===== config.mk =====
export PLATFORM = sky130hd
export DESIGN_NAME = plab3_mem_blocking_cache_base_ctrl_flat
export DESIGN_NICKNAME = d
export VERILOG_FILES = /design/src/rtl/plab3_mem_blocking_cache_base_ctrl_if.sv /design/src/rtl/plab3_mem_blocking_cache_base_ctrl.sv /design/src/flat_wrapper.sv
export SDC_FILE = /design/constraint.sdc
export NUM_CORES = 1
export LEC_CHECK = 0
export BUFFER_PORTS_ARGS = -buffer_cell sky130_fd_sc_hd__buf_4
export CAP_MARGIN = 20
export CORE_MARGIN = 2
export CORE_UTILIZATION = 46
export DETAILED_ROUTE_END_ITERATION = 10
export GPL_TIMING_DRIVEN = 0
export HOLD_SLACK_MARGIN = 0.12
export PLACE_DENSITY = 0.77
export SLEW_MARGIN = 20
export SYNTH_ARGS = -nofsm -noshare
export SYNTH_HDL_FRONTEND = slang
export SYNTH_SLANG_ARGS = --single-unit
export TNS_END_PERCENT = 1

===== constraint.sdc =====
create_clock -name clk -period 1.9 [get_ports clk]
set_clock_uncertainty 0.05 [all_clocks]
set_input_delay 0.285 -clock clk [delete_from_list [all_inputs] [get_ports clk]]
set_output_delay 0.285 -clock clk [all_outputs]
set_load 0.02 [all_outputs]

===== src/rtl/plab3_mem_blocking_cache_base_ctrl_if.sv =====
// plab3_mem_blocking_cache_base_ctrl_if: val/rdy handshakes on the cache request/response
// and memory request/response ports; the controller is the master side.
interface plab3_mem_blocking_cache_base_ctrl_if;
    logic cachereq_val;
    logic cachereq_rdy;
    logic cacheresp_val;
    logic cacheresp_rdy;
    logic memreq_val;
    logic memreq_rdy;
    logic memresp_val;
    logic memresp_rdy;
    modport master (
        input  cachereq_val, cacheresp_rdy, memreq_rdy, memresp_val,
        output cachereq_rdy, cacheresp_val, memreq_val, memresp_rdy
    );
    modport slave (
        output cachereq_val, cacheresp_rdy, memreq_rdy, memresp_val,
        input  cachereq_rdy, cacheresp_val, memreq_val, memresp_rdy
    );
endinterface


===== src/rtl/plab3_mem_blocking_cache_base_ctrl.sv =====
// plab3_mem_blocking_cache_base_ctrl: Moore FSM sequencing the direct-mapped write-back
// blocking cache datapath; owns the per-line valid/dirty bits.
module plab3_mem_blocking_cache_base_ctrl #(
    parameter int nlines = 16
) (
    input  logic        clk,
    input  logic        reset,
    plab3_mem_blocking_cache_base_ctrl_if.master hs,
    input  logic [1:0]  cachereq_type,
    input  logic        tag_match,
    input  logic [31:0] addr_in,
    output logic        cachereq_en,
    output logic        tag_array_ren,
    output logic        tag_array_wen,
    output logic [2:0]  tag_array_wben,
    output logic        data_array_ren,
    output logic        data_array_wen,
    output logic [15:0] data_array_wben,
    output logic        memresp_en,
    output logic        is_refill,
    output logic        read_data_reg_en,
    output logic        read_tag_reg_en,
    output logic [1:0]  read_byte_sel,
    output logic        memreq_type,
    output logic [1:0]  memreq_type2
);
    localparam int iw = $clog2(nlines);
    localparam logic [3:0] IDLE = 4'd0, TC = 4'd1, IN = 4'd2, RD = 4'd3,
                           WD = 4'd4, EP = 4'd5, ER = 4'd6, EW = 4'd7,
                           RR = 4'd8, RW = 4'd9, RU = 4'd10, W = 4'd11;

    logic [3:0]        state, next_state;
    logic [nlines-1:0] valid, dirty;
    logic [iw-1:0]     idx;
    logic              hit, run;
    logic [15:0]       wmask;
    logic              unused_addr;

    assign idx         = addr_in[4 +: iw];
    assign hit         = valid[idx] && tag_match;
    assign run         = !reset;
    assign wmask       = 16'hF << {addr_in[3:2], 2'b00};
    assign unused_addr = ^{addr_in[31:4+iw], addr_in[1:0]};

    always_comb begin
        next_state = state;
        case (state)
            IDLE:       next_state = hs.cachereq_val ? TC : IDLE;
            TC:         next_state = cachereq_type == 2'd2 ? IN
                                   : hit ? (cachereq_type == 2'd1 ? WD : RD)
                                   : (valid[idx] && dirty[idx]) ? EP : RR;
            IN, RD, WD: next_state = W;
            EP:         next_state = ER;
            ER:         next_state = hs.memreq_rdy ? EW : ER;
            EW:         next_state = hs.memresp_val ? RR : EW;
            RR:         next_state = hs.memreq_rdy ? RW : RR;
            RW:         next_state = hs.memresp_val ? RU : RW;
            RU:         next_state = TC;
            W:          next_state = hs.cacheresp_rdy ? IDLE : W;
            default:    next_state = IDLE;
        endcase
    end

    always_ff @(posedge clk) begin
        if (reset) begin
            state <= IDLE;
            valid <= '0;
            dirty <= '0;
        end else begin
            state <= next_state;
            if (state == IN || state == RU) begin
                valid[idx] <= 1'b1;
                dirty[idx] <= 1'b0;
            end
            if (state == WD) dirty[idx] <= 1'b1;
            if (state == EW && hs.memresp_val) dirty[idx] <= 1'b0;
        end
    end

    // Handshakes and enables are forced low while reset is held, whatever the state.
    assign hs.cachereq_rdy  = run && state == IDLE;
    assign hs.cacheresp_val = run && state == W;
    assign hs.memreq_val    = run && (state == ER || state == RR);
    assign hs.memresp_rdy   = run && (state == EW || state == RW);
    assign cachereq_en      = run && state == IDLE;
    assign tag_array_ren    = run && (state == TC || state == EP);
    assign tag_array_wen    = run && (state == IN || state == RU);
    assign tag_array_wben   = 3'b111;
    assign data_array_ren   = run && (state == RD || state == EP);
    assign data_array_wen   = run && (state == IN || state == WD || state == RU);
    assign data_array_wben  = !run ? 16'h0 : state == RU ? 16'hFFFF
                            : (state == IN || state == WD) ? wmask : 16'h0;
    assign memresp_en       = run && state == RW;
    assign is_refill        = state == RU;
    assign read_data_reg_en = run && (state == RD || state == EP);
    assign read_tag_reg_en  = run && state == EP;
    assign read_byte_sel    = addr_in[3:2];
    assign memreq_type      = state == RR;
    assign memreq_type2     = {1'b0, state == ER};
endmodule


===== src/flat_wrapper.sv =====
// flat-port wrapper written by rule: the top's interface ports become plain ports
module plab3_mem_blocking_cache_base_ctrl_flat 
#(
    parameter int nlines = 16
)
  (clk, reset, cachereq_type, tag_match, addr_in, cachereq_en, tag_array_ren, tag_array_wen, tag_array_wben, data_array_ren, data_array_wen, data_array_wben, memresp_en, is_refill, read_data_reg_en, read_tag_reg_en, read_byte_sel, memreq_type, memreq_type2, hs_cachereq_val, hs_cacheresp_rdy, hs_memreq_rdy, hs_memresp_val, hs_cachereq_rdy, hs_cacheresp_val, hs_memreq_val, hs_memresp_rdy);
  plab3_mem_blocking_cache_base_ctrl_if hs_i ();
  input  logic clk;
  input  logic reset;
  input  logic [1:0] cachereq_type;
  input  logic tag_match;
  input  logic [31:0] addr_in;
  output logic cachereq_en;
  output logic tag_array_ren;
  output logic tag_array_wen;
  output logic [2:0] tag_array_wben;
  output logic data_array_ren;
  output logic data_array_wen;
  output logic [15:0] data_array_wben;
  output logic memresp_en;
  output logic is_refill;
  output logic read_data_reg_en;
  output logic read_tag_reg_en;
  output logic [1:0] read_byte_sel;
  output logic memreq_type;
  output logic [1:0] memreq_type2;
  input wire logic [$bits(hs_i.cachereq_val)-1:0] hs_cachereq_val;
  input wire logic [$bits(hs_i.cacheresp_rdy)-1:0] hs_cacheresp_rdy;
  input wire logic [$bits(hs_i.memreq_rdy)-1:0] hs_memreq_rdy;
  input wire logic [$bits(hs_i.memresp_val)-1:0] hs_memresp_val;
  output wire logic [$bits(hs_i.cachereq_rdy)-1:0] hs_cachereq_rdy;
  output wire logic [$bits(hs_i.cacheresp_val)-1:0] hs_cacheresp_val;
  output wire logic [$bits(hs_i.memreq_val)-1:0] hs_memreq_val;
  output wire logic [$bits(hs_i.memresp_rdy)-1:0] hs_memresp_rdy;
  assign hs_i.cachereq_val = hs_cachereq_val;
  assign hs_i.cacheresp_rdy = hs_cacheresp_rdy;
  assign hs_i.memreq_rdy = hs_memreq_rdy;
  assign hs_i.memresp_val = hs_memresp_val;
  assign hs_cachereq_rdy = hs_i.cachereq_rdy;
  assign hs_cacheresp_val = hs_i.cacheresp_val;
  assign hs_memreq_val = hs_i.memreq_val;
  assign hs_memresp_rdy = hs_i.memresp_rdy;
  plab3_mem_blocking_cache_base_ctrl #(.nlines(nlines)) u_core (.clk(clk), .reset(reset), .hs(hs_i), .cachereq_type(cachereq_type), .tag_match(tag_match), .addr_in(addr_in), .cachereq_en(cachereq_en), .tag_array_ren(tag_array_ren), .tag_array_wen(tag_array_wen), .tag_array_wben(tag_array_wben), .data_array_ren(data_array_ren), .data_array_wen(data_array_wen), .data_array_wben(data_array_wben), .memresp_en(memresp_en), .is_refill(is_refill), .read_data_reg_en(read_data_reg_en), .read_tag_reg_en(read_tag_reg_en), .read_byte_sel(read_byte_sel), .memreq_type(memreq_type), .memreq_type2(memreq_type2));
endmodule

==> results of run 1 <==
## cell usage in the layout, fill, tap and decap left out, types with 3 or more instances in the layout
master | synthesis | routed
o41ai_1 | 4 | 4
a21oi_4 | 0 | 3
nor2_1 | 42 | 39
a31oi_1 | 4 | 4
buf_4 | 20 | 64
nand2b_1 | 13 | 9
nand2_1 | 25 | 24
mux2i_1 | 15 | 15
dfxtp_1 | 36 | 32
conb_1 | 2 | 4
buf_6 | 1 | 15
nand2b_4 | 0 | 3
o211ai_1 | 4 | 4
o21ai_0 | 10 | 10
inv_1 | 6 | 5
buf_2 | 5 | 5
nor2_4 | 0 | 3
nor3_1 | 12 | 11
nand3_1 | 3 | 3
a21oi_1 | 40 | 37
clkbuf_8 | 0 | 5
o31ai_1 | 9 | 8
clkbuf_1 | 16 | 11
## worst min-delay path, cell delays in order
cell and delay (ps):
buf_4 100, nor3_1 50, o21ai_0 90, o21ai_1 70
## final timing paths
kind         cells past startpoint                  to       startpoint
max                              6  data_array_wben[9]  u_core.state[0]
min reg2reg                      2     u_core.dirty[2]  u_core.dirty[2]
min                              4     u_core.state[2]            reset
max reg2reg                      7     u_core.dirty[6]  u_core.state[0]
## cell usage after synthesis, drive strengths merged (6+ instances only)
cell and count:
nor2 42, a21oi 40, dfxtp 36, buf 28, nand2 25, clkbuf 16, mux2i 15, nand2b 13
nor3 13, o21ai 12, o31ai 9, inv 6
## state kept, by name (all words and copies together), names as in the netlist
name	count
u_core.state	4
u_core.dirty	16
u_core.valid	16
## cell type report
| class | count | area (um^2) |
|---|---|---|
| fill | 398 | 1650 |
| clock inverter | 3 | 18.8 |
| inverter | 6 | 25.0 |
| timing repair buffer | 57 | 454 |
| tap | 67 | 83.8 |
| multi-input combinational | 220 | 1410 |
| sequential | 36 | 731 |
| buffer | 42 | 319 |
| clock buffer | 5 | 68.8 |
## per-layer routing
layer / up-vias / share of wire (%) / routed length (um) / GRT usage [%]
met2: 92 / 48 / 3110 / 38.0
met4: 0 / 1.1 / 71 / 6.75
met1: 1117 / 45 / 2910 / 33.0
li1: 1180 / - / - / -
met3: 8 / 5.5 / 354 / 2.98
met5: - / 0 / 0 / 0
## through the flow
step | TNS, ps | cells
4_1_cts | -1210 | 432
3_5_place_dp | -8200 | 418
2_1_floorplan | -3740 | 306
3_3_place_gp | -7320 | 418
5_1_grt | -2380 | 436
6_report | -960 | 436
## cell families (layout without fill, tap and decap cells)
group / count (synthesis) / count (layout)
buf+inv: 50 / 113
flops: 36 / 36
compound gates: 86 / 86
xor+xnor: 1 / 1
simple gates: 111 / 111
other cells: 2 / 4
mux: 18 / 18
## timing repair
action,in CTS,in global routing
endpoints found under the setup margin,39,24
endpoints found under the hold margin,0,0
pin swaps,5,4
setup buffers,8,4
resized for setup,39,23
## power groups by stage
stage / Clock [W] / Sequential, W / Combinational (W)
after floorplan: 0 / 0.000825 / 0.000605
after global placement: 0 / 0.000835 / 0.000853
after detailed placement: 0 / 0.000836 / 0.000864
after CTS: 0.000538 / 0.000855 / 0.000969
after global routing: 0.000568 / 0.000883 / 0.00113
final: 0.000537 / 0.000876 / 0.00106
==> qor.yml, run 1 <==
placed_design:
  routabilityCongestion: 0.918
  dp_slack_ps: -525
  numPortBuffers: 45
  place_area_um2: 2720
  hpwl_um: 4510
outcome:
  status: "finished, violations left"
  violations: "negative setup slack"
synthesis:
  ys_seq_elements: 36
  syn_area_um2: 2290
  synth_adder_area_share_pct: 0
  synth_xor_xnor_area_share_pct: 0.383
  synth_top_area_share_pct: 31.5
  syn_avg_cell_area_um2: 7.52
  synth_area_leaders: "dfxtp_1, a21oi_1, nor2_1, buf_4, mux2i_1"
  syn_inst: 304
  synth_top_family_by_area: "compound AO/OA/AOI/OAI gates"
  synth_flop_cell: "dfxtp_1"
  synth_compound_area_share_pct: 23.2
  yosys.area.top_type: "dfxtp_1"
  yosysWarningCount: 0
  synth-edff-count: 0
  yosysSeqAreaShare_pct: 31.5
  synth.area.mux_share_pct: 9.03
  synth-simple-area-share_pct: 22.8
  yosysUniqueCellTypes: 48
  async_reset_ff_share_pct: 0
floorplan:
  die_w_um: 74.5
  boundaryPins: 78
  chipHeight_um: 74.5
  dieArea_um2: 5550
  start_util_pct: 48.1
  rows: 25
  core_um2: 4750
cells_and_area:
  nNetsFinal: 409
  layout-drive-gt1-share_pct: 33.3
  final_area_um2: 3110
  utilization_pct: 65.4
  antenna_cells: 0
  area_growth_pct: 36.0
sta:
  setup_violations: 17
  fin_crit_sh_pct: 104
  slew_headroom_pct: 60.1
  rsz0062_at_grt: "yes"
  hold_violations: 0
  holdWs_ps: 298
  setup_slack_ps: -81.8
  worst_pin_slew_ps: 596
  fin_crit_ps: 1980
  max_freq_ghz: 0.505
  drv_slew: 0
power_and_ir_drop:
  internal_power_w: 0.00152
  p_seq_share_pct: 35.5
  powerDensity_nw_per_um2: 794
  p_leak_nw: 1.27
  fin_total_pwr_w: 0.00247
  p_sw_share_pct: 38.6
  switchingPower_w: 0.000954
  p_clk_share_pct: 21.7
  combPwrFrac_pct: 42.8
  vdd_drop_max_uv: 428
drt:
  num_vias: 2397
  ant_nets: 0
  first_pass_iters: 4
  routed_wl_um: 6450
  drt_iter0_markers: 340
  post_drt_via_cell_ratio: 5.50
  wl_per_cell_um: 14.8
  drc: 0
clock_network:
  cts_root_buf: "clkbuf_8"
  ctsHoldBuffers: 0
  cts_tree: "done"
  cts.sinks: 36
  clockBufferDepth: 2
  htree_levels: 2
  numCtsBuffers: 5
  worstSkewPairLatency_ps: 280
  path_clk_slew_ps: 70
flow_run:
  max_cap_viol_count: 0
grt:
  grt_pass1_vias: 2141
  antenna_found_initial: 0
  grt_pass1_wl_um: 10100
  globalRouteOverflowTotal: 0
  grt_use_total_pct: 23.5
  grt_max_degree: 13
critical_path:
  cpLargestDelayFamily: "compound AO/OA/AOI/OAI gates"
  startpoint_type: "register"
  worstPathCellList: "buf_8 -> nor3_4 -> o21bai_4 -> a21oi_4 -> buf_6 -> buf_6"
  worst-r2r-setup-slack_ps: 110
  crit_slowest_cell: "dfxtp_4"
  cp_num_buf_inv: 3
  criticalPathCategory: "reg -> out"
  cpPeakStageDelay_ps: 380
  cp.required_ps: 1560
  worstPathArrival_ps: 1650
  cp_common_cell: "buf_6"
  crit_path_end_kind: "output port"
  cp_max_fo: 7
hold_path:
  min_path_type: "in -> reg"
Power figures use the tool's default switching activity.
==> inputs of run 2 (changes only) <==
--- a/config.mk
+++ b/config.mk
@@ -7,7 +7,7 @@
 export LEC_CHECK = 0
 export BUFFER_PORTS_ARGS = -buffer_cell sky130_fd_sc_hd__buf_4
 export CAP_MARGIN = 20
-export CORE_MARGIN = 2
+export CORE_ASPECT_RATIO = 0.7
 export CORE_UTILIZATION = 46
 export DETAILED_ROUTE_END_ITERATION = 10
 export GPL_TIMING_DRIVEN = 0
==> run 2 against run 1 <==
Combinational power barely moved. Final cell count is 0.46% higher. Sequential power about the same. Critical endpoint is now data_array_wben[3]. Die area down 5.2%. Largest power group unchanged. Global-route usage is 1.7 points higher. Worst setup slack worse by 60 ps. Design area decreased by 0.36%. Clock power increased by 27%. Non-clock buffer count stayed put. The flow still finishes with violations (negative setup slack).
==> qor.yml, run 2 (same netlist as run 1, synthesis figures left out) <==
critical_path:
  worst-r2r-setup-slack_ps: 120
  worstReg2RegStart: "u_core.state[3]"
  cp_max_fo: 10
  worstPathArrival_ps: 1710
  cp.required_ps: 1560
  criticalPathCategory: "reg -> out"
  reg2reg_depth: 7
  reg2reg_to: "u_core.dirty[11]"
  startpoint_type: "register"
  crit_path_end_kind: "output port"
drt:
  num_vias: 2460
  wl_per_cell_um: 15.1
  post_drt_via_cell_ratio: 5.62
  ant_nets: 0
  drc: 0
  routed_wl_um: 6620
  first_pass_iters: 6
  drt_iter0_markers: 270
clock_network:
  cts_tree: "done"
  cts.sinks: 36
  ctsHoldBuffers: 0
  path_clk_slew_ps: 70
  worstSkewPairLatency_ps: 300
  clockBufferDepth: 2
  cts_root_buf: "clkbuf_8"
  htree_levels: 2
  numCtsBuffers: 5
cells_and_area:
  area_growth_pct: 35.5
  nNetsFinal: 409
  layout-drive-gt1-share_pct: 34.4
  final_cell_mix: "buf_4, nor2_1, a21oi_1, dfxtp_1, nand2_1"
  antenna_cells: 0
  final_area_um2: 3100
  largestRegisters: "u_core.dirty x16, u_core.valid x16, u_core.state x4"
  final_common_cell: "buf_4"
placed_design:
  routabilityCongestion: 0.844
  place_area_um2: 2720
  hpwl_um: 4610
  numPortBuffers: 45
power_and_ir_drop:
  vdd_drop_max_uv: 403
  p_sw_share_pct: 37.1
  internal_power_w: 0.00163
  combPwrFrac_pct: 40.0
  p_leak_nw: 1.28
  p_seq_share_pct: 33.8
  powerDensity_nw_per_um2: 838
  p_clk_share_pct: 26.2
  switchingPower_w: 0.000962
grt:
  grt_use_total_pct: 25.2
  grt_max_degree: 13
  grt_pass1_wl_um: 9980
  globalRouteOverflowTotal: 0
  grt_pass1_vias: 2068
  antenna_found_initial: 0
hold_path:
  hold_end: "u_core.state[2]"
  min_path_type: "in -> reg"
  min_path_cells: 4
  holdCritStartpoint: "reset"
floorplan:
  dieArea_um2: 5260
  core_um2: 4780
  chipHeight_um: 61.0
  boundaryPins: 78
  rows: 21
  die_w_um: 86.3
  start_util_pct: 47.8
sta:
  fin_crit_sh_pct: 107
  max_freq_ghz: 0.490
  rsz0062_at_grt: "yes"
  holdWs_ps: 288
  slew_headroom_pct: 55.5
  drv_slew: 0
  setup_slack_ps: -142
  setup_violations: 18
  worst_pin_slew_ps: 665
  fin_crit_ps: 2040
  hold_violations: 0
  finalSetupTns_ps: -1690
outcome:
  violations: "negative setup slack"
  status: "finished, violations left"
flow_run:
  max_cap_viol_count: 0
-- run 2: cell types whose count changed in the layout (fill, tap and decap cells not counted), moves of 2 or more --
cell	previous run	this run
buf_4	64	74
buf_6	15	5
nor2_2	0	3
clkbuf_1	11	9
clkbuf_2	0	2
nor2_4	3	1
-- run 2: power groups by stage --
stage	Combinational [W]	Sequential, W	Clock [W]
floorplan	0.000605	0.000825	0
global route	0.00111	0.000881	0.000714
detailed placement	0.000861	0.000835	0
global placement	0.000852	0.000835	0
finish	0.00104	0.000877	0.000681
CTS	0.000968	0.000854	0.000688
-- run 2: per-stage QoR --
stage	setup slack (ps)	std cells	power (W)	util [%]
floorplan	-291	306	0.00143	-
global placement	-526	420	0.00169	57.0
detailed placement	-571	420	0.00170	57.0
CTS	-165	434	0.00251	63.2
global route	-186	438	0.00271	64.8
finish	-142	438	0.00260	64.8
-- run 2: cell type report --
cell class | instances | area, um^2
fill | 412 | 1680
buffer | 42 | 295
clock buffer | 5 | 68.8
clock inverter | 3 | 42.5
tap | 69 | 86.3
sequential | 36 | 733
inverter | 6 | 22.5
multi-input combinational | 220 | 1410
timing repair buffer | 57 | 443
-- run 2: worst max-delay path by stage --
stage                    startpoint                  end  slack (ps)
floorplan           u_core.state[1]  data_array_wben[10]        -290
global placement    u_core.state[3]  data_array_wben[10]        -530
detailed placement  u_core.state[1]  data_array_wben[15]        -570
CTS                 u_core.state[2]   data_array_wben[3]        -160
global route        u_core.state[0]  data_array_wben[10]        -190
finish              u_core.state[0]   data_array_wben[3]        -140
-- run 2: worst max-delay path, stage by stage (launching register included) --
cell	delay [ps]
dfxtp_4	380
buf_8	150
nor3_4	250
o21bai_4	170
nor2_2	210
buf_4	140
buf_6	100
-- run 2: what timing repair did --
item                                    4_1_cts  5_1_grt
endpoints found under the hold margin         0        0
resized for setup                            39       17
endpoints found under the setup margin       39       25
cloned                                        0        0
pin swaps                                     5        4
setup buffers                                 8        4
-- run 2: routing by layer --
layer	global-route usage [%]	share of wire [%]	vias to the layer above	wire, um
met5	0	0	-	0
met4	8.81	1.4	0	91
met3	5.44	12	11	764
met2	37.9	44	147	2890
met1	36.1	43	1139	2880
li1	-	-	1163	-
